[src/rtl/mem_port_arbiter.sv]
// mem_port_arbiter: shares one sram-like memory port between the instruction
// fetch requester and the data requester. A grant is held until its address
// handshake completes. An in-order tag FIFO records the owner of each
// accepted request so that every response is routed back to its issuer.
// Optional feature: define MEM_ARB_RR_EN for round-robin arbitration
// (default build uses fixed data-over-inst priority).
module mem_port_arbiter #(
    parameter int OUTSTANDING = 2,
    parameter int ADDR_W      = 32,
    parameter int DATA_W      = 32,
    localparam int CNT_W      = $clog2(OUTSTANDING + 1)
) (
    input  logic              clk,
    input  logic              resetn,
    input  logic              inst_req,
    input  logic              inst_wr,
    input  logic [1:0]        inst_size,
    input  logic [3:0]        inst_wstrb,
    input  logic [ADDR_W-1:0] inst_addr,
    input  logic [DATA_W-1:0] inst_wdata,
    output logic              inst_addr_ok,
    output logic              inst_data_ok,
    output logic [DATA_W-1:0] inst_rdata,
    input  logic              data_req,
    input  logic              data_wr,
    input  logic [1:0]        data_size,
    input  logic [3:0]        data_wstrb,
    input  logic [ADDR_W-1:0] data_addr,
    input  logic [DATA_W-1:0] data_wdata,
    output logic              data_addr_ok,
    output logic              data_data_ok,
    output logic [DATA_W-1:0] data_rdata,
    output logic              mem_req,
    output logic              mem_wr,
    output logic [1:0]        mem_size,
    output logic [3:0]        mem_wstrb,
    output logic [ADDR_W-1:0] mem_addr,
    output logic [DATA_W-1:0] mem_wdata,
    input  logic              mem_addr_ok,
    input  logic              mem_data_ok,
    input  logic [DATA_W-1:0] mem_rdata,
    output logic [CNT_W-1:0]  outstanding_cnt
);

    localparam int PTR_W = (OUTSTANDING > 1) ? $clog2(OUTSTANDING) : 1;

    typedef enum logic [1:0] {
        IDLE   = 2'd0,
        HOLD_I = 2'd1,
        HOLD_D = 2'd2
    } state_t;

    state_t           state_q;
    logic [PTR_W-1:0] wr_ptr_q;
    logic [PTR_W-1:0] rd_ptr_q;
    logic [CNT_W-1:0] count_q;
    logic             tag_mem [OUTSTANDING];

    logic fifo_full;
    logic fifo_empty;
    logic prio_data;
    logic pick_data;
    logic grant_data;
    logic push;
    logic pop;
    logic head_is_data;

    assign fifo_full  = (count_q == CNT_W'(OUTSTANDING));
    assign fifo_empty = (count_q == '0);

`ifdef MEM_ARB_RR_EN
    // last_grant_q: 1 = data was granted last, 0 = inst was granted last
    logic last_grant_q;
    assign prio_data = ~last_grant_q;

    // Remember the owner of every completed address handshake
    always_ff @(posedge clk or negedge resetn) begin
        if (!resetn) begin
            last_grant_q <= 1'b1;
        end else if (push) begin
            last_grant_q <= grant_data;
        end
    end
`else
    assign prio_data = 1'b1;
`endif

    // Winner selection in IDLE; a held grant overrides it in HOLD states
    assign pick_data  = data_req & (~inst_req | prio_data);
    assign grant_data = (state_q == IDLE) ? pick_data : (state_q == HOLD_D);

    // Request is masked while in reset so the port is quiet immediately
    assign mem_req = resetn & ((state_q == IDLE) ? (~fifo_full & (inst_req | data_req))
                                                 : 1'b1);

    assign mem_wr    = grant_data ? data_wr    : inst_wr;
    assign mem_size  = grant_data ? data_size  : inst_size;
    assign mem_wstrb = grant_data ? data_wstrb : inst_wstrb;
    assign mem_addr  = grant_data ? data_addr  : inst_addr;
    assign mem_wdata = grant_data ? data_wdata : inst_wdata;

    assign push         = mem_req & mem_addr_ok;
    assign inst_addr_ok = push & ~grant_data;
    assign data_addr_ok = push & grant_data;

    assign pop          = mem_data_ok & ~fifo_empty;
    assign head_is_data = tag_mem[rd_ptr_q];
    assign inst_data_ok = pop & ~head_is_data;
    assign data_data_ok = pop & head_is_data;

    assign inst_rdata      = mem_rdata;
    assign data_rdata      = mem_rdata;
    assign outstanding_cnt = count_q;

    // Grant FSM: lock the winner until its address handshake completes
    always_ff @(posedge clk or negedge resetn) begin
        if (!resetn) begin
            state_q <= IDLE;
        end else begin
            case (state_q)
                IDLE: begin
                    if (mem_req && !mem_addr_ok) begin
                        state_q <= pick_data ? HOLD_D : HOLD_I;
                    end
                end
                HOLD_I, HOLD_D: begin
                    if (mem_addr_ok) begin
                        state_q <= IDLE;
                    end
                end
                default: state_q <= IDLE;
            endcase
        end
    end

    // Tag FIFO pointers and occupancy
    always_ff @(posedge clk or negedge resetn) begin
        if (!resetn) begin
            wr_ptr_q <= '0;
            rd_ptr_q <= '0;
            count_q  <= '0;
        end else begin
            if (push) begin
                wr_ptr_q <= (wr_ptr_q == PTR_W'(OUTSTANDING - 1)) ? '0 : wr_ptr_q + 1'b1;
            end
            if (pop) begin
                rd_ptr_q <= (rd_ptr_q == PTR_W'(OUTSTANDING - 1)) ? '0 : rd_ptr_q + 1'b1;
            end
            if (push && !pop) begin
                count_q <= count_q + 1'b1;
            end else if (pop && !push) begin
                count_q <= count_q - 1'b1;
            end
        end
    end

    // Tag storage; contents are meaningful only between the pointers
    always_ff @(posedge clk) begin
        if (push) begin
            tag_mem[wr_ptr_q] <= grant_data;
        end
    end

endmodule

[config.mk]
export PLATFORM = sky130hd
export DESIGN_NAME = mem_port_arbiter
export DESIGN_NICKNAME = d
export VERILOG_FILES = /design/src/rtl/mem_port_arbiter.sv
export SDC_FILE = /design/constraint.sdc
export NUM_CORES = 1
export LEC_CHECK = 0
export CAP_MARGIN = 20
export CORE_AREA = 2 2 124 126
export DETAILED_ROUTE_END_ITERATION = 8
export DIE_AREA = 0 0 126 128
export GPL_ROUTABILITY_DRIVEN = 0
export GPL_TIMING_DRIVEN = 0
export RECOVER_POWER = 100
export SYNTH_ARGS = -nofsm -noshare
export SYNTH_HDL_FRONTEND = slang
export SYNTH_SLANG_ARGS = --single-unit
[constraint.sdc]
create_clock -name clk -period 2.1 [get_ports clk]
set_input_delay 0.525 -clock clk [delete_from_list [all_inputs] [get_ports clk]]
set_output_delay 0.525 -clock clk [all_outputs]
set_load 0.005 [all_outputs]
==> flow_summary_export.csv <==
group,metric,value,unit
floorplan,fp.dieH,128,um
critical_path,crit_slowest_cell,"dfrtp_1",
floorplan,num_rows,45,
sta,slew-limit-headroom,66.22,%
route,drc,0,
sta,rsz0062_at_grt,"true",
clocking,postCtsHoldBufs,0,
route,met3_length,1.066,mm
floorplan,initial_core_util,12.29,%
route,ant_nets,0,
sta,final-hold-violation-count,0,
sta,drv_slew,0,
global_routing,grt_max_degree,12,
placed_design,port_buffers,289,
critical_path,cp.arrival,2050,ps
logic_synthesis,synth_top_area_share,40.07,%
sta,fin_skew,3.333,ps
global_routing,antenna_found_initial,0,
sta,timing.final.ws_setup,-474.2,ps
pwr,p_clk_share,8.3,%
clocking,clockBufferDepth,2,
sta,max_freq,388.5,MHz
clocking,cts_sinks,8,
placed_design,dp_hpwl,8.298,mm
logic_synthesis,syn_area,1827,um^2
clocking,clkTransAtPathRegs,40,ps
clocking,cts_buffers,3,
pwr,p_int,2.680,mW
critical_path,worstPathRequired,1570,ps
logic_synthesis,synth_top_cell_by_area,"mux2_2",
logic_synthesis,synth_area_leaders,"mux2_2 40%, buf_4 27%, dfrtp_1 8.2%, mux2_1 3.7%, edfxtp_1 3.3%",
critical_path,startpoint_type,"register",
cells_and_area,drive_gt1_share,50.78,%
floorplan,core,14860,um^2
route,dr.pass1.iters,4,
pwr,ir_drop,0.2965,mV
logic_synthesis,ys_seq_area_share,11.51,%
global_routing,grt_pass1_wl,14.79,mm
cells_and_area,num_antenna_cells,0,
clocking,htree_levels,1,
logic_synthesis,avgSynthCellArea,9.821,um^2
logic_synthesis,ys_types,26,
sta,fin_crit_sh,122.6,%
pwr,switching_share,29.35,%
route,wl_met1,3.503,mm
route,post_drt_via_cell_ratio,3.741,
floorplan,chipWidth,126,um
worst_hold_path,hold_class,"primary input to async pin",
route,highest_layer,"met4",
pwr,power_density,660.0,nW/um^2
floorplan,die_area,16130,um^2
pwr,total_power,3.794,mW
critical_path,reg2reg_from,"outstanding_cnt[0]",
run_status,violations,"negative setup slack",
logic_synthesis,syn-instance-count,186,
logic_synthesis,ys_warn_count,0,
pwr,leakage,2.683,nW
route,wire_per_inst,14.90,um
run_status,status,"complete, but fails checks",
cells_and_area,syn2layout_area_growth,214.7,%
route,drt_iter0_drc,24,
cells_and_area,fin_nets,695,
sta,period_needed,2574,ps
route,routed_wl,10.40,mm
pwr,p_sw,1.114,mW
global_routing,grt_pass1_vias,2800,
route,vias,2611,
logic_synthesis,ys_ff_latch,8,
clocking,cts_tree,"yes",
sta,worst_slew_pin_slew,501.4,ps
floorplan,io_pins,322,
sta,fin_hold_ws,387.7,ps
clocking,cts-root-buf,"clkbuf_16",
clocking,clk_latency,230,ps
logic_synthesis,synth.net_count,369,
critical_path,end_kind,"output port",
route,wl_met2,5.740,mm
critical_path,path_cells,"inv_2 -> ha_4 -> mux2i_4 -> buf_12 -> buf_12 -> buf_8 -> buf_8 -> mux2_4 -> buf_6",
global_routing,grtUsageTotal,11.34,%
critical_path,path_buf_inv,6,
global_routing,overflow,0,
run,cap_violations,0,
pwr,p_comb_share,84.3,%
critical_path,slowest_delay,380,ps
sta,setup_violations,74,
critical_path,critical_path_class,"register to output port",
critical_path,worst_path_dominant_cell_family,"buffers and inverters",
critical_path,worst-path-max-fanout,6,
pwr,seqPwrFrac,7.4,%
critical_path,crit_path_start,"state_q[0]",
-- what timing repair did --
item | in CTS | in global routing
resized for setup | 398 | 54
pin swaps | 3 | 2
hold endpoints to repair | 0 | 0
buffers inserted | 30 | 7
endpoints found under the setup margin | 77 | 75
-- registers in the layout (all words and copies together), names as in the netlist --
name	count
tag_mem	2
wr_ptr_q	1
rd_ptr_q	1
outstanding_cnt	2
state_q	2
-- worst reg2reg max path, cell delays in order (launching register included) --
cell,delay [ps]
dfrtp_1,430
nand2b_1,210
o21ai_2,100
a21o_2,220
inv_1,70
ha_1,190
xor2_1,140
nor2_1,110
xor2_1,160
-- layout by cell type, fill, tap and decap left out, types with 3 or more instances in the layout --
| cell | Yosys | final |
|---|---|---|
| mux2_4 | 0 | 67 |
| buf_4 | 65 | 71 |
| clkbuf_16 | 0 | 5 |
| buf_8 | 0 | 5 |
| xnor2_1 | 3 | 3 |
| dlygate4sd2_1 | 0 | 4 |
| inv_2 | 0 | 3 |
| buf_6 | 4 | 73 |
| buf_12 | 0 | 9 |
| dfrtp_1 | 6 | 6 |
| clkbuf_2 | 0 | 14 |
| clkdlybuf4s50_1 | 0 | 211 |
| mux2_2 | 65 | 4 |
| nor2_1 | 5 | 3 |
-- power groups by stage --
stage	Combinational [mW]	Clock (mW)	Sequential, mW
floorplan	1.04	0	0.273
global placement	2.28	0	0.277
detailed placement	2.30	0	0.282
CTS	3.06	0.319	0.286
global route	3.40	0.328	0.291
finish	3.20	0.313	0.282
-- routing by layer --
metal  track usage (%)  up-vias
li1                  -     1228
met1             11.95     1177
met2             23.24      198
met3             2.796        8
met4             1.034        0
met5                 0        -
-- synth_stat cells --
cell type  instances
a2bb2oi_1          1
dfrtp_1            6
inv_1              4
buf_4             65
o2111ai_1          1
mux2i_1            1
mux2_2            65
o22ai_1            2
edfxtp_1           2
a21oi_1            1
nand2b_1           2
a21o_1             1
and2_1             1
clkbuf_8           2
mux2_1             6
nor2b_1            2
a21boi_0           1
xnor2_1            3
o21ai_0            3
buf_6              4
nor2_1             5
and4_1             1
nand2_1            1
xor2_1             2
ha_1               3
mux2i_4            1
-- final timing paths --
kind	endpoint	slack, ps	cells past startpoint
max in group asynchronous	state_q[0]	1390	1
min	outstanding_cnt[1]	390	1
min in group clk	rd_ptr_q	500	1
min reg2reg	rd_ptr_q	500	1
max	mem_addr[10]	-470	9
max reg2reg	outstanding_cnt[1]	390	8
-- cells by family (layout without fill, tap and decap cells) --
logic type | count (synthesis) | after routing | share of synthesized area [%]
and+or+nand+nor | 12 | 12 | 3.425
adders and majority gates | 3 | 3 | 2.055
AOI/OAI and AO/OA | 10 | 10 | 3.562
DFF | 8 | 8 | 11.51
xor gates and xnor gates | 5 | 5 | 2.398
buffers and inverters | 75 | 399 | 31.51
muxes | 73 | 73 | 45.55
-- cell type report --
| class | count | area, um^2 |
|---|---|---|
| Clock buffer | 3 | 75.07 |
| Timing Repair Buffer | 322 | 3297 |
| Multi-Input combinational cell | 103 | 1315 |
| Sequential cell | 8 | 210.2 |
| Inverter | 4 | 15.01 |
| Buffer | 70 | 600.6 |
| Tap cell | 188 | 235.2 |
| Fill cell | 1468 | 9116 |
-- stage by stage --
stage / setup WS [ps] / area [um^2] / std cells / setup TNS [ps] / util, %
finish: -474.2 / 5748 / 698 / -27150 / 38.67
global route: -557.6 / 5748 / 698 / -32690 / 38.67
CTS: -502.7 / 5652 / 696 / -29180 / 38.02
detailed placement: -1276 / 4967 / 663 / -86000 / 33.42
global placement: -1247 / 4967 / 663 / -83540 / 33.42
floorplan: -9.051 / 1839 / 186 / -242.0 / -
Note: power is estimated with default switching activity, not from simulation.
